===== config.mk =====
export PLATFORM = sky130hd
export DESIGN_NAME = error_stats_reader
export DESIGN_NICKNAME = d
export VERILOG_FILES = /design/src/rtl/fr_diag_pkg.sv /design/src/rtl/diag_tick_gen.sv /design/src/rtl/error_stats_reader.sv
export SDC_FILE = /design/constraint.sdc
export NUM_CORES = 1
export LEC_CHECK = 0
export BUFFER_PORTS_ARGS = -buffer_cell sky130_fd_sc_hd__buf_4
export CORE_MARGIN = 5
export CORE_UTILIZATION = 50
export DETAILED_ROUTE_END_ITERATION = 16
export PLACE_DENSITY = 0.79
export SYNTH_ARGS = -nofsm -noshare
export SYNTH_HDL_FRONTEND = slang
export SYNTH_SLANG_ARGS = --single-unit

===== constraint.sdc =====
create_clock -name clk -period 6.26 [get_ports clk]
set_input_delay 0.939 -clock clk [delete_from_list [all_inputs] [get_ports clk]]
set_output_delay 0.939 -clock clk [all_outputs]
set_load 0.01 [all_outputs]

===== src/rtl/fr_diag_pkg.sv =====
// Shared definitions for the floppy/drive diagnostic telemetry blocks:
// record framing constants, counter indices and the record emitter states.
package fr_diag_pkg;

    localparam logic [7:0] REC_MAGIC = 8'hEC;
    localparam int         NUM_CNT   = 9;
    localparam int         REC_WORDS = NUM_CNT + 2;

    localparam logic [7:0] NUM_CNT_B = 8'(NUM_CNT);
    localparam logic [3:0] LAST_IDX  = 4'(NUM_CNT);
    localparam logic [6:0] DROP_MAX  = 7'd127;

    localparam int CNT_CRC_DATA    = 0;
    localparam int CNT_CRC_ADDR    = 1;
    localparam int CNT_MISSING_AM  = 2;
    localparam int CNT_MISSING_DAM = 3;
    localparam int CNT_OVERRUN     = 4;
    localparam int CNT_UNDERRUN    = 5;
    localparam int CNT_SEEK        = 6;
    localparam int CNT_WRITE_FAULT = 7;
    localparam int CNT_PLL_UNLOCK  = 8;

    typedef enum logic [1:0] {
        IDLE = 2'd0,
        HDR  = 2'd1,
        CNT  = 2'd2,
        SUM  = 2'd3
    } rec_state_t;

    function automatic logic [31:0] make_header(input logic [7:0] seq,
                                                input logic       clr,
                                                input logic [6:0] dropped);
        return {REC_MAGIC, seq, NUM_CNT_B, clr, dropped};
    endfunction

endpackage


===== src/rtl/diag_tick_gen.sv =====
// Free-running periodic tick for diagnostic reporters; PERIOD_CYCLES=0
// keeps the counter and the tick parked at zero.
module diag_tick_gen #(
    parameter int unsigned PERIOD_CYCLES = 0
) (
    input  logic clk,
    input  logic reset_n,
    output logic tick
);

    localparam bit          ENABLE = (PERIOD_CYCLES != 0);
    localparam logic [31:0] RELOAD = ENABLE ? 32'(PERIOD_CYCLES - 1) : 32'd0;

    logic [31:0] count;

    always_ff @(posedge clk or negedge reset_n) begin
        if (!reset_n) begin
            count <= '0;
        end else if (!ENABLE) begin
            count <= '0;
        end else if (count == '0) begin
            count <= RELOAD;
        end else begin
            count <= count - 32'd1;
        end
    end

    assign tick = ENABLE && (count == '0);

endmodule


===== src/rtl/error_stats_reader.sv =====
// Snapshots the error counter bank coherently and streams it as an
// 11-word framed, checksummed record over a valid/ready interface.
module error_stats_reader
    import fr_diag_pkg::*;
#(
    parameter int unsigned PERIOD_CYCLES = 0
) (
    input  logic                   clk,
    input  logic                   reset_n,
    input  logic [32*NUM_CNT-1:0]  cnt_flat,
    input  logic                   snap_req,
    input  logic                   clr_on_read,
    output logic                   clear_all,
    output logic [31:0]            out_data,
    output logic                   out_valid,
    input  logic                   out_ready,
    output logic                   out_last,
    output logic                   busy,
    output logic [7:0]             seq_num
);

    rec_state_t  state;
    logic [31:0] snap [NUM_CNT];
    logic [3:0]  word_idx;
    logic [31:0] sum;
    logic [31:0] next_cnt;
    logic        tick;
    logic        pending;
    logic [6:0]  dropped;
    logic [6:0]  drop_rpt;

    logic new_req;
    logic capture;
    logic accept;
    logic busy_req;
    logic sum_xfer;

    diag_tick_gen #(
        .PERIOD_CYCLES(PERIOD_CYCLES)
    ) u_tick (
        .clk     (clk),
        .reset_n (reset_n),
        .tick    (tick)
    );

    assign busy     = (state != IDLE);
    assign new_req  = snap_req | tick;
    assign capture  = (state == IDLE) && (new_req || pending);
    assign accept   = out_valid && out_ready;
    assign busy_req = busy && new_req;
    assign sum_xfer = (state == SUM) && accept;

    always_comb begin
        next_cnt = '0;
        for (int i = 0; i < NUM_CNT; i++) begin
            if (word_idx == 4'(i)) next_cnt = snap[i];
        end
    end

    // Drops seen while record N is in flight are handed over to the header
    // of record N+1 at N's final transfer, when the live counter restarts.
    always_ff @(posedge clk or negedge reset_n) begin
        if (!reset_n) begin
            pending  <= 1'b0;
            dropped  <= '0;
            drop_rpt <= '0;
        end else begin
            if (capture) begin
                pending  <= 1'b0;
                drop_rpt <= '0;
            end else if (busy_req) begin
                if (!pending) begin
                    pending <= 1'b1;
                end else if (dropped != DROP_MAX) begin
                    dropped <= dropped + 7'd1;
                end
            end
            if (sum_xfer) begin
                dropped <= '0;
                if (busy_req && pending && dropped != DROP_MAX) begin
                    drop_rpt <= dropped + 7'd1;
                end else begin
                    drop_rpt <= dropped;
                end
            end
        end
    end

    always_ff @(posedge clk or negedge reset_n) begin
        if (!reset_n) begin
            state     <= IDLE;
            word_idx  <= '0;
            sum       <= '0;
            out_data  <= '0;
            out_valid <= 1'b0;
            out_last  <= 1'b0;
            clear_all <= 1'b0;
            seq_num   <= '0;
            for (int i = 0; i < NUM_CNT; i++) snap[i] <= '0;
        end else begin
            clear_all <= 1'b0;
            case (state)
                IDLE: begin
                    if (capture) begin
                        for (int i = 0; i < NUM_CNT; i++) begin
                            snap[i] <= cnt_flat[32*i +: 32];
                        end
                        clear_all <= clr_on_read;
                        out_data  <= make_header(seq_num, clr_on_read, drop_rpt);
                        out_valid <= 1'b1;
                        out_last  <= 1'b0;
                        sum       <= '0;
                        word_idx  <= '0;
                        state     <= HDR;
                    end
                end
                HDR: begin
                    if (accept) begin
                        sum      <= sum + out_data;
                        out_data <= next_cnt;
                        word_idx <= word_idx + 4'd1;
                        state    <= CNT;
                    end
                end
                CNT: begin
                    if (accept) begin
                        sum <= sum + out_data;
                        if (word_idx == LAST_IDX) begin
                            // Checksum makes the whole record sum to zero.
                            out_data <= 32'd0 - (sum + out_data);
                            out_last <= 1'b1;
                            state    <= SUM;
                        end else begin
                            out_data <= next_cnt;
                            word_idx <= word_idx + 4'd1;
                        end
                    end
                end
                SUM: begin
                    if (accept) begin
                        out_valid <= 1'b0;
                        out_last  <= 1'b0;
                        out_data  <= '0;
                        seq_num   <= seq_num + 8'd1;
                        state     <= IDLE;
                    end
                end
                default: state <= IDLE;
            endcase
        end
    end

endmodule


# ---- Word-level counts from Yosys, hierarchy flattened
# Cells that the tools add are included.
dict set report op_classes {
  muxes 48
  addsub 5
  mul 0
  shift 0
  n_lt_le_gt_ge 0
  n_eq_ne 21
  n_reduce_logical 29
  div_mod_pow 0
  bitwise_logic 0
}
# operator count
set op_table {}
lappend op_table {{$mux W32} 16}
lappend op_table {{$pmux W32 S4} 1}
lappend op_table {{$pmux W32 S2} 1}
lappend op_table {{$mux W7} 8}
lappend op_table {{$add A32 B32 Y32} 1}
lappend op_table {{$sub A1 B32 Y32 const A} 1}
lappend op_table {{$eq A4 B3 Y1 const B} 4}
lappend op_table {{$mux W4} 4}
lappend op_table {{$reduce_bool A2 Y1} 8}
lappend op_table {{$reduce_and A5 Y1} 3}
lappend op_table {{$ne A2 B2 Y1 const B} 6}
lappend op_table {{$pmux W4 S3} 1}
lappend op_table {{$mux W2} 5}
lappend op_table {{$mux W1} 9}
lappend op_table {{$add A8 B1 Y8 const B} 1}
lappend op_table {{$eq A4 B2 Y1 const B} 2}
lappend op_table {{$eq A4 B4 Y1 const B} 2}
lappend op_table {{$pmux W2 S4} 1}
lappend op_table {{$reduce_and A4 Y1} 2}
lappend op_table {{$add A7 B1 Y7 const B} 1}
lappend op_table {{$ne A7 B7 Y1 const B} 1}
lappend op_table {{$logic_and A1 B1 Y1} 6}
lappend op_table {{$reduce_and A3 Y1} 2}
lappend op_table {{$reduce_bool A3 Y1} 2}
lappend op_table {{other kinds (12)} 15}
dict set report word_totals {
  rom_bits 0
  regBits 384
  latchBits 0
  in_bits 293
  elab_cells 123
  ramBits 0
  memories 0
}

# ---- Longest topological paths before layout
# Gate-level depths: netlist of the first run.
dict set report depth {
  depth_word 13
  mapped_depth 14
  ltp_nobuf 12
}

# ---- By module
# A second synthesis of the first run with hierarchy kept.
dict set report hier_totals {
  cells_unflattened 1764
  area_unflattened_um2 19580.0
}
# module area_each_um2 instances cells_per_inst
set by_module_without_submodules {}
lappend by_module_without_submodules {error_stats_reader 19568.8 1 1762}
lappend by_module_without_submodules {diag_tick_gen 11.3 1 2}

# ---- Least setup slack after synthesis of the first run
# OpenSTA, ideal clock, no wires.
dict set report synth_timing {
  path_kind {reg2reg}
  from {register out_data[0]}
  to {register out_data[27]}
  slack_ns 2.734
  path_stages_with_launch 13
  path_buffers 0
  arrival_ns 3.406
  required_time_ns 6.141
  setup_time_ns 0.119
  synth_period_minus_slack_ns 3.526
  cell_sequence {dfrtp_1 -> ha_1 -> fa_1 -> a211oi_2 -> o21a_1 -> o21a_1 -> xor2_1 -> o221ai_2 -> nor4b_4 -> nand3_2 -> or4_1 -> a31oi_1 -> nor2_1}
}
dict set report synth_via {
  elab_chain_len 5
}
# element line
set synth_rtl {}
lappend synth_rtl {{from (decl)} error_stats_reader.sv:14} ;# output logic [31:0] out_data,
lappend synth_rtl {{from (signal assigned)} error_stats_reader.sv:109} ;# out_data <= make_header(seq_num, clr_on_read, drop_rpt);
lappend synth_rtl {{from (signal assigned)} error_stats_reader.sv:120} ;# out_data <= next_cnt;
lappend synth_rtl {{from (signal assigned)} error_stats_reader.sv:130} ;# out_data <= 32'd0 - (sum + out_data);
lappend synth_rtl {{$add A32 B32 Y32} error_stats_reader.sv:130}
lappend synth_rtl {{$sub A1 B32 Y32} error_stats_reader.sv:130}
lappend synth_rtl {{$mux W32} error_stats_reader.sv:128} ;# if (word_idx == LAST_IDX) begin
lappend synth_rtl {{$mux W32} error_stats_reader.sv:126} ;# if (accept) begin
lappend synth_rtl {{$pmux W32 S4} error_stats_reader.sv:102} ;# case (state)
# Every way passes these cells. The select of a mux whose other input is x is not followed.
# A chain may end at the register's enable or synchronous reset.

# ---- Worst setup path in the final report of the first run
dict set report layout_timing {
  from {register out_data[0]}
  to {register out_data[22]}
}
# Same word-level chain as after synthesis.

==> out/metrics.yaml, run 1 <==
grt:
  grt_remaining_overflow: 0
  grt_start_max_net_pins: 184
  antenna_found_initial: 3
  track_usage: 0.278
  grt_pass1_vias: 16200
  grt_pass1_wl_um: 95200
sta:
  skew_ns: 0.0352
  slew_violations: 0
  finalSetupViolCount: 0
  relSlewSlack: 0.119
  holdWs_ns: 0.296
  worst_pin_slew_ns: 1.32
  setup_tns_ns: 0
  grt_setup_unrepaired: "false"
  fmax_mhz: 248
  finalHoldViolations: 0
  layout_min_cycle_time_ns: 4.04
  finalWorstSetupSlack_ns: 2.22
  period_share: 0.645
clock_network:
  post_cts_buffers: 0
  htreeDepth: 2
  clock-root-buffer: "clkbuf_16"
  clk_pin_slew_ns: 0.06
  cts_buffers: 42
  cts_tree: "built"
  ctsHoldBuffers: 0
  cts.sink_count: 384
  clk_path_buf_depth: 3
  insertion_delay_ns: 0.58
  cts_resized: 0
synthesis:
  yosys-top-cells-area: "dfrtp_1, mux2_2, a221oi_1"
  synth_fp_nets: 2116
  synth_async_sr_flop_share: 1.00
  synth.top_cell.area_share: 0.488
  synth_fa_ha_area_frac: 0.0277
  synth-edff-count: 0
  ys_ff_latch: 384
  synthesis.area_um2: 19700
  synth_warnings: 0
  synthXorXnorAreaFrac: 0.0222
  synthFlopType: "dfrtp_1"
  synth-simple-area-share: 0.0981
  netlist_instances: 1780
  synth_top_family_by_area: "multiplexers"
  ys_seq_area_frac: 0.488
  synth_compound_area_frac: 0.167
  yosys-mux-area-fraction: 0.169
  synth_top_area_cell: "dfrtp_1"
  avgSynthCellArea_um2: 11.1
  ys_types: 83
detailed_routing:
  postRouteAntennaNets: 0
  vias: 16000
  drc: 0
  wl_um: 61900
  drtIter0Drc: 1161
  first_pass_iters: 5
  via_per_inst: 6.15
  wire_per_inst_um: 23.8
floorplan:
  row_count: 72
  initial_core_util: 0.508
  core_um2: 38800
  ios: 337
  dieArea_um2: 43500
  floorplan.die.width_um: 209
  die_h_um: 209
worst_setup_path:
  cp-end-kind: "register"
  path_cells: "ha_1 > fa_1 > a211oi_2 > o21a_1 > o21ai_1 > xnor2_1 > o2111ai_1 > nor4_4 > nand3_2 > xnor2_1 > o22ai_1 > a221o_1"
  crit_path_start_kind: "register"
  worstPathArrival_ns: 4.47
  worst_path_max_delay_cell: "fa_1"
  cpMostUsedCell: "xnor2_1"
  crit_path_max_fanout: 6
  cp_slowest_stage_delay_ns: 0.44
  crit_type: "register to register"
  worstPathRequired_ns: 6.70
final_layout:
  drive_above_1_share: 0.357
  syn_to_final_growth_pct: 21.7
  final_nets: 2392
  post-route-util: 0.618
  final_cells: 2607
outcome:
  run_status: "finished, final reports clean"
placed_design:
  hpwlAfterDp_um: 44800
  gp_congestion: 0.950
  port_buffers: 336
  placedCellCount: 2530
  place_ws_ns: 2.30
run:
  max_cap_viol_count: 0
power:
  power_density_nw_per_um2: 223
  p_leak_nw: 11.9
  peakVddDrop_mv: 0.222
worst_hold_path:
  hold_path.class: "input pin to async pin"
==> final timing paths <==
kind | cells past startpoint | slack, ns | startpoint | to
max in group asynchronous | 2 | 4.57 | reset_n | dropped[5]
worst max-delay path | 12 | 2.22 | out_data[0] | out_data[22]
worst min register to register | 2 | 0.49 | sum[29] | sum[29]
worst min-delay path | 1 | 0.30 | reset_n | snap[216]
worst max register to register | 12 | 2.22 | out_data[0] | out_data[22]
min in group clk | 2 | 0.49 | sum[29] | sum[29]
==> Yosys cell counts (24+ instances only) <==
library cell	count
ha_1	42
xnor2_1	32
clkbuf_1	103
dfrtp_1	384
nand2_1	109
nand3_1	24
a211oi_1	31
a22o_1	30
o21ai_0	89
mux2_2	289
nor2_1	117
nor3_1	51
a221oi_1	61
a21oi_1	87
==> power by group <==
group	internal, W	switching [W]	leakage, nW
clock network	0.00141	0.00106	0.656
registers	0.00250	0.0000182	5.30
logic	0.000172	0.000178	5.91
total	0.00409	0.00125	11.9
==> state kept, by name, summed over array words and instances (netlist names) <==
register	flops
snap	288
out_data	32
sum	32
seq_num	8
drop_rpt	7
dropped	7
word_idx	4
state	2
clear_all	1
out_last	1
out_valid	1
pending	1
==> kinds of logic after synthesis <==
kind of cell,after synthesis
compound gates,467
xor+xnor,50
fa+ha+maj,43
buf+inv,141
flops,384
mux,296
simple gates,399
==> metal layers <==
metal,vias to the layer above,global-route usage,routed length [um]
li1,7205,-,-
met3,97,0.0807,5950
met4,6,0.0727,1460
met2,660,0.433,28700
met5,-,0,47
met1,8055,0.383,25800
==> worst max-delay path, delay by kind of cell, from the launching register on <==
family / cells / cell delay, ns
AND/OR/NAND/NOR: 2 / 0.58
flip-flops: 1 / 0.40
AO/OA/AOI/OAI: 6 / 1.70
XOR/XNOR: 2 / 0.52
adder cells (fa/ha/maj): 2 / 0.69
==> cell type report <==
| class | count | area (um^2) |
|---|---|---|
| diodes | 1 | 2.50 |
| clock buffers | 64 | 1190 |
| clock inverters | 12 | 160 |
| fillers | 3110 | 14800 |
| inverters | 16 | 60.1 |
| multi-input cells | 1255 | 9580 |
| flip-flops and latches | 384 | 9610 |
| well taps | 518 | 648 |
| repair buffers | 357 | 2730 |
==> through the flow <==
step                area [um^2]  total power [W]
finish                    24000          0.00534
detailed placement        22600          0.00292
global placement          22600          0.00291
global route              24000          0.00551
floorplan                 19700          0.00267
CTS                       24000          0.00538
==> layout by cell type (no fill, tap or decap), types with 10 or more instances in the layout <==
| cell type | count |
|---|---|
| nand4_1 | 14 |
| dfrtp_1 | 384 |
| a21oi_1 | 87 |
| a31oi_1 | 11 |
| nand3_1 | 24 |
| o21ai_0 | 89 |
| buf_4 | 353 |
| a221oi_1 | 61 |
| o211ai_1 | 18 |
| nor2_1 | 116 |
| nor3_1 | 50 |
| xnor2_1 | 32 |
| a221o_1 | 11 |
| a22o_1 | 30 |
| clkbuf_1 | 17 |
| xor2_1 | 18 |
| o22ai_1 | 10 |
| inv_1 | 16 |
| clkbuf_16 | 43 |
| a22oi_1 | 23 |
| and3_1 | 19 |
| mux2_2 | 289 |
| nand2_1 | 108 |
| a21o_1 | 12 |
| ha_1 | 42 |
| a211oi_1 | 31 |
(Power assumes the default switching activity.)
==> inputs of run 2 (changes only) <==
Settings changed: ABC_AREA set to 1.
Clock period 6.26 ns to 4.1 ns, I/O delays scaled along.
==> out/metrics.yaml, run 2 <==
synthesis:
  netlist_instances: 2918
  synthFlopType: "dfrtp_1"
  avgSynthCellArea_um2: 7.20
  ys_types: 52
  synth_fp_nets: 3254
  synth_most_common_cell: "nand2_1"
  ys_ff_latch: 384
  ys_seq_area_frac: 0.458
  synth-edff-count: 0
  synth_warnings: 0
  synthesis.area_um2: 21000
  ys_top_cells_by_count: "nand2_1, dfrtp_1, inv_1"
  synth.top_cell.area_share: 0.458
  synth_top_area_cell: "dfrtp_1"
  synth_async_sr_flop_share: 1.00
  yosys-top-cells-area: "dfrtp_1, nand2_1, inv_1"
sta:
  grt_setup_unrepaired: "false"
  setup_tns_ns: 0
  finalHoldViolations: 8
  fmax_mhz: 276
  finalSetupViolCount: 0
  slew_violations: 0
  worst_pin_slew_ns: 1.06
  holdWs_ns: -0.0249
  layout_min_cycle_time_ns: 3.63
  period_share: 0.884
  relSlewSlack: 0.290
  skew_ns: 0.0249
clock_network:
  cts_tree: "built"
  cts_resized: 0
  post_cts_buffers: 0
  htreeDepth: 2
  clock-root-buffer: "clkbuf_16"
  clk_pin_slew_ns: 0.06
  ctsHoldBuffers: 0
  cts_buffers: 43
  clk_path_buf_depth: 3
  insertion_delay_ns: 0.59
  cts.sink_count: 384
worst_setup_path:
  crit_path_max_fanout: 39
  crit_type: "register to register"
  r2r_cells: 15
  worstPathArrival_ns: 4.10
  crit_path_start: "word_idx[0]"
  cp-end-kind: "register"
  r2r-start: "word_idx[0]"
  crit_path_start_kind: "register"
  worstPathRequired_ns: 4.57
final_layout:
  largest_register_ffs: 288
  syn_to_final_growth_pct: 21.1
  fillers: 3784
  regArea_um2: 9610
  multiInputGateArea_um2: 9510
  final_common_cell: "nand2_1"
  final_nets: 3541
  final_cell_mix: "nand2_1, dfrtp_1, inv_1"
  drive_above_1_share: 0.154
  largest_register: "snap"
  largestRegisters: "snap: 288 flops, out_data: 32 flops, sum: 32 flops"
  diodes: 0
floorplan:
  core_um2: 41800
  die_h_um: 215
  initial_core_util: 0.503
  ios: 337
  row_count: 75
  floorplan.die.width_um: 215
  dieArea_um2: 46200
power:
  p_leak_nw: 13.5
  peakVddDrop_mv: 0.422
  power_density_nw_per_um2: 821
detailed_routing:
  first_pass_iters: 6
  drtIter0Drc: 2423
  postRouteAntennaNets: 0
  vias: 20900
  wire_per_inst_um: 20.3
  top_layer: "met4"
  m1WireLength_um: 31600
  dr_wl_met3_um: 7050
  via_per_inst: 5.54
  wl_met2_um: 34500
  drc: 0
  wl_um: 76600
placed_design:
  hpwlAfterDp_um: 58400
  gp_congestion: 1.01
  port_buffers: 336
grt:
  grt_start_max_net_pins: 156
  track_usage: 0.325
  grt_pass1_vias: 20500
  antenna_found_initial: 0
  grt_pass1_wl_um: 118000
  grt_remaining_overflow: 0
outcome:
  run_status: "finished with violations"
  violations: "hold timing"
worst_hold_path:
  hold_path.class: "input pin to async pin"
run:
  max_cap_viol_count: 0
==> run 2: cell count changes in the layout (fill, tap and decap cells not counted), moves of 30 or more <==
cell and delta:
nor3_1 -36, a211oi_1 -31, nand2_1 +1039, a21oi_1 +38, a221oi_1 -60, mux2_2 -289
o21ai_0 +151, inv_1 +346, a22o_1 -30, nand3_1 +108
==> run 2: logic make-up after synthesis <==
kind of cell	after synthesis	synth area share
compound gates	480	0.126
xor+xnor	25	0.0111
fa+ha+maj	43	0.0260
buf+inv	499	0.0909
flops	384	0.458
mux	1	0.000477
simple gates	1486	0.287
==> run 2: area by class of cell <==
cell class | count | area share
clock buffer | 58 | 0.0461
clock inverter | 16 | 0.00797
inverter | 372 | 0.0550
multi-input combinational | 2035 | 0.374
sequential | 384 | 0.378
tap | 539 | 0.0265
timing repair buffer | 369 | 0.113
==> run 2: through the flow <==
step | util | setup WS, ns | power, W | cell area (um^2) | cells
after floorplan | - | 1.27 | 0.0129 | 21000 | 2918
after global placement | 0.576 | 0.603 | 0.0166 | 24100 | 3699
after detailed placement | 0.576 | 0.530 | 0.0168 | 24100 | 3699
after CTS | 0.609 | 0.539 | 0.0207 | 25400 | 3773
after global routing | 0.609 | 0.275 | 0.0223 | 25400 | 3773
final | 0.609 | 0.475 | 0.0209 | 25400 | 3773
==> run 2: per-layer routing <==
layer	global-route usage	up-vias
met5	0	-
met4	0.132	0
met3	0.0554	167
met2	0.511	1131
met1	0.451	9822
li1	-	9772
==> run 2: path summary, 6_finish.rpt <==
kind	endpoint	slack (ns)
max	out_data[16]	0.47
min	out_data[22]	-0.02
max reg2reg	out_data[16]	0.47
min reg2reg	snap[215]	0.47
max in group asynchronous	snap[69]	2.99
min in group clk	snap[220]	0.22
==> run 2: worst max-delay path, cell delays in order (launching register included) <==
cell	delay [ns]
dfrtp_1	0.39
inv_1	0.11
ha_1	0.25
nand2_2	0.56
buf_4	0.42
nand3_1	0.12
o211ai_1	0.17
o211ai_1	0.22
nand2_1	0.11
o21ai_0	0.15
o21ai_0	0.43
nand3_1	0.12
nand2_1	0.21
nand3_1	0.11
nand2_1	0.08
nand2_1	0.04
==> run 2: where the power goes <==
part / switching (W) / internal [W]
logic: 0.00735 / 0.00321
clock network: 0.00164 / 0.00221
registers: 0.000949 / 0.00552
total: 0.00994 / 0.0109
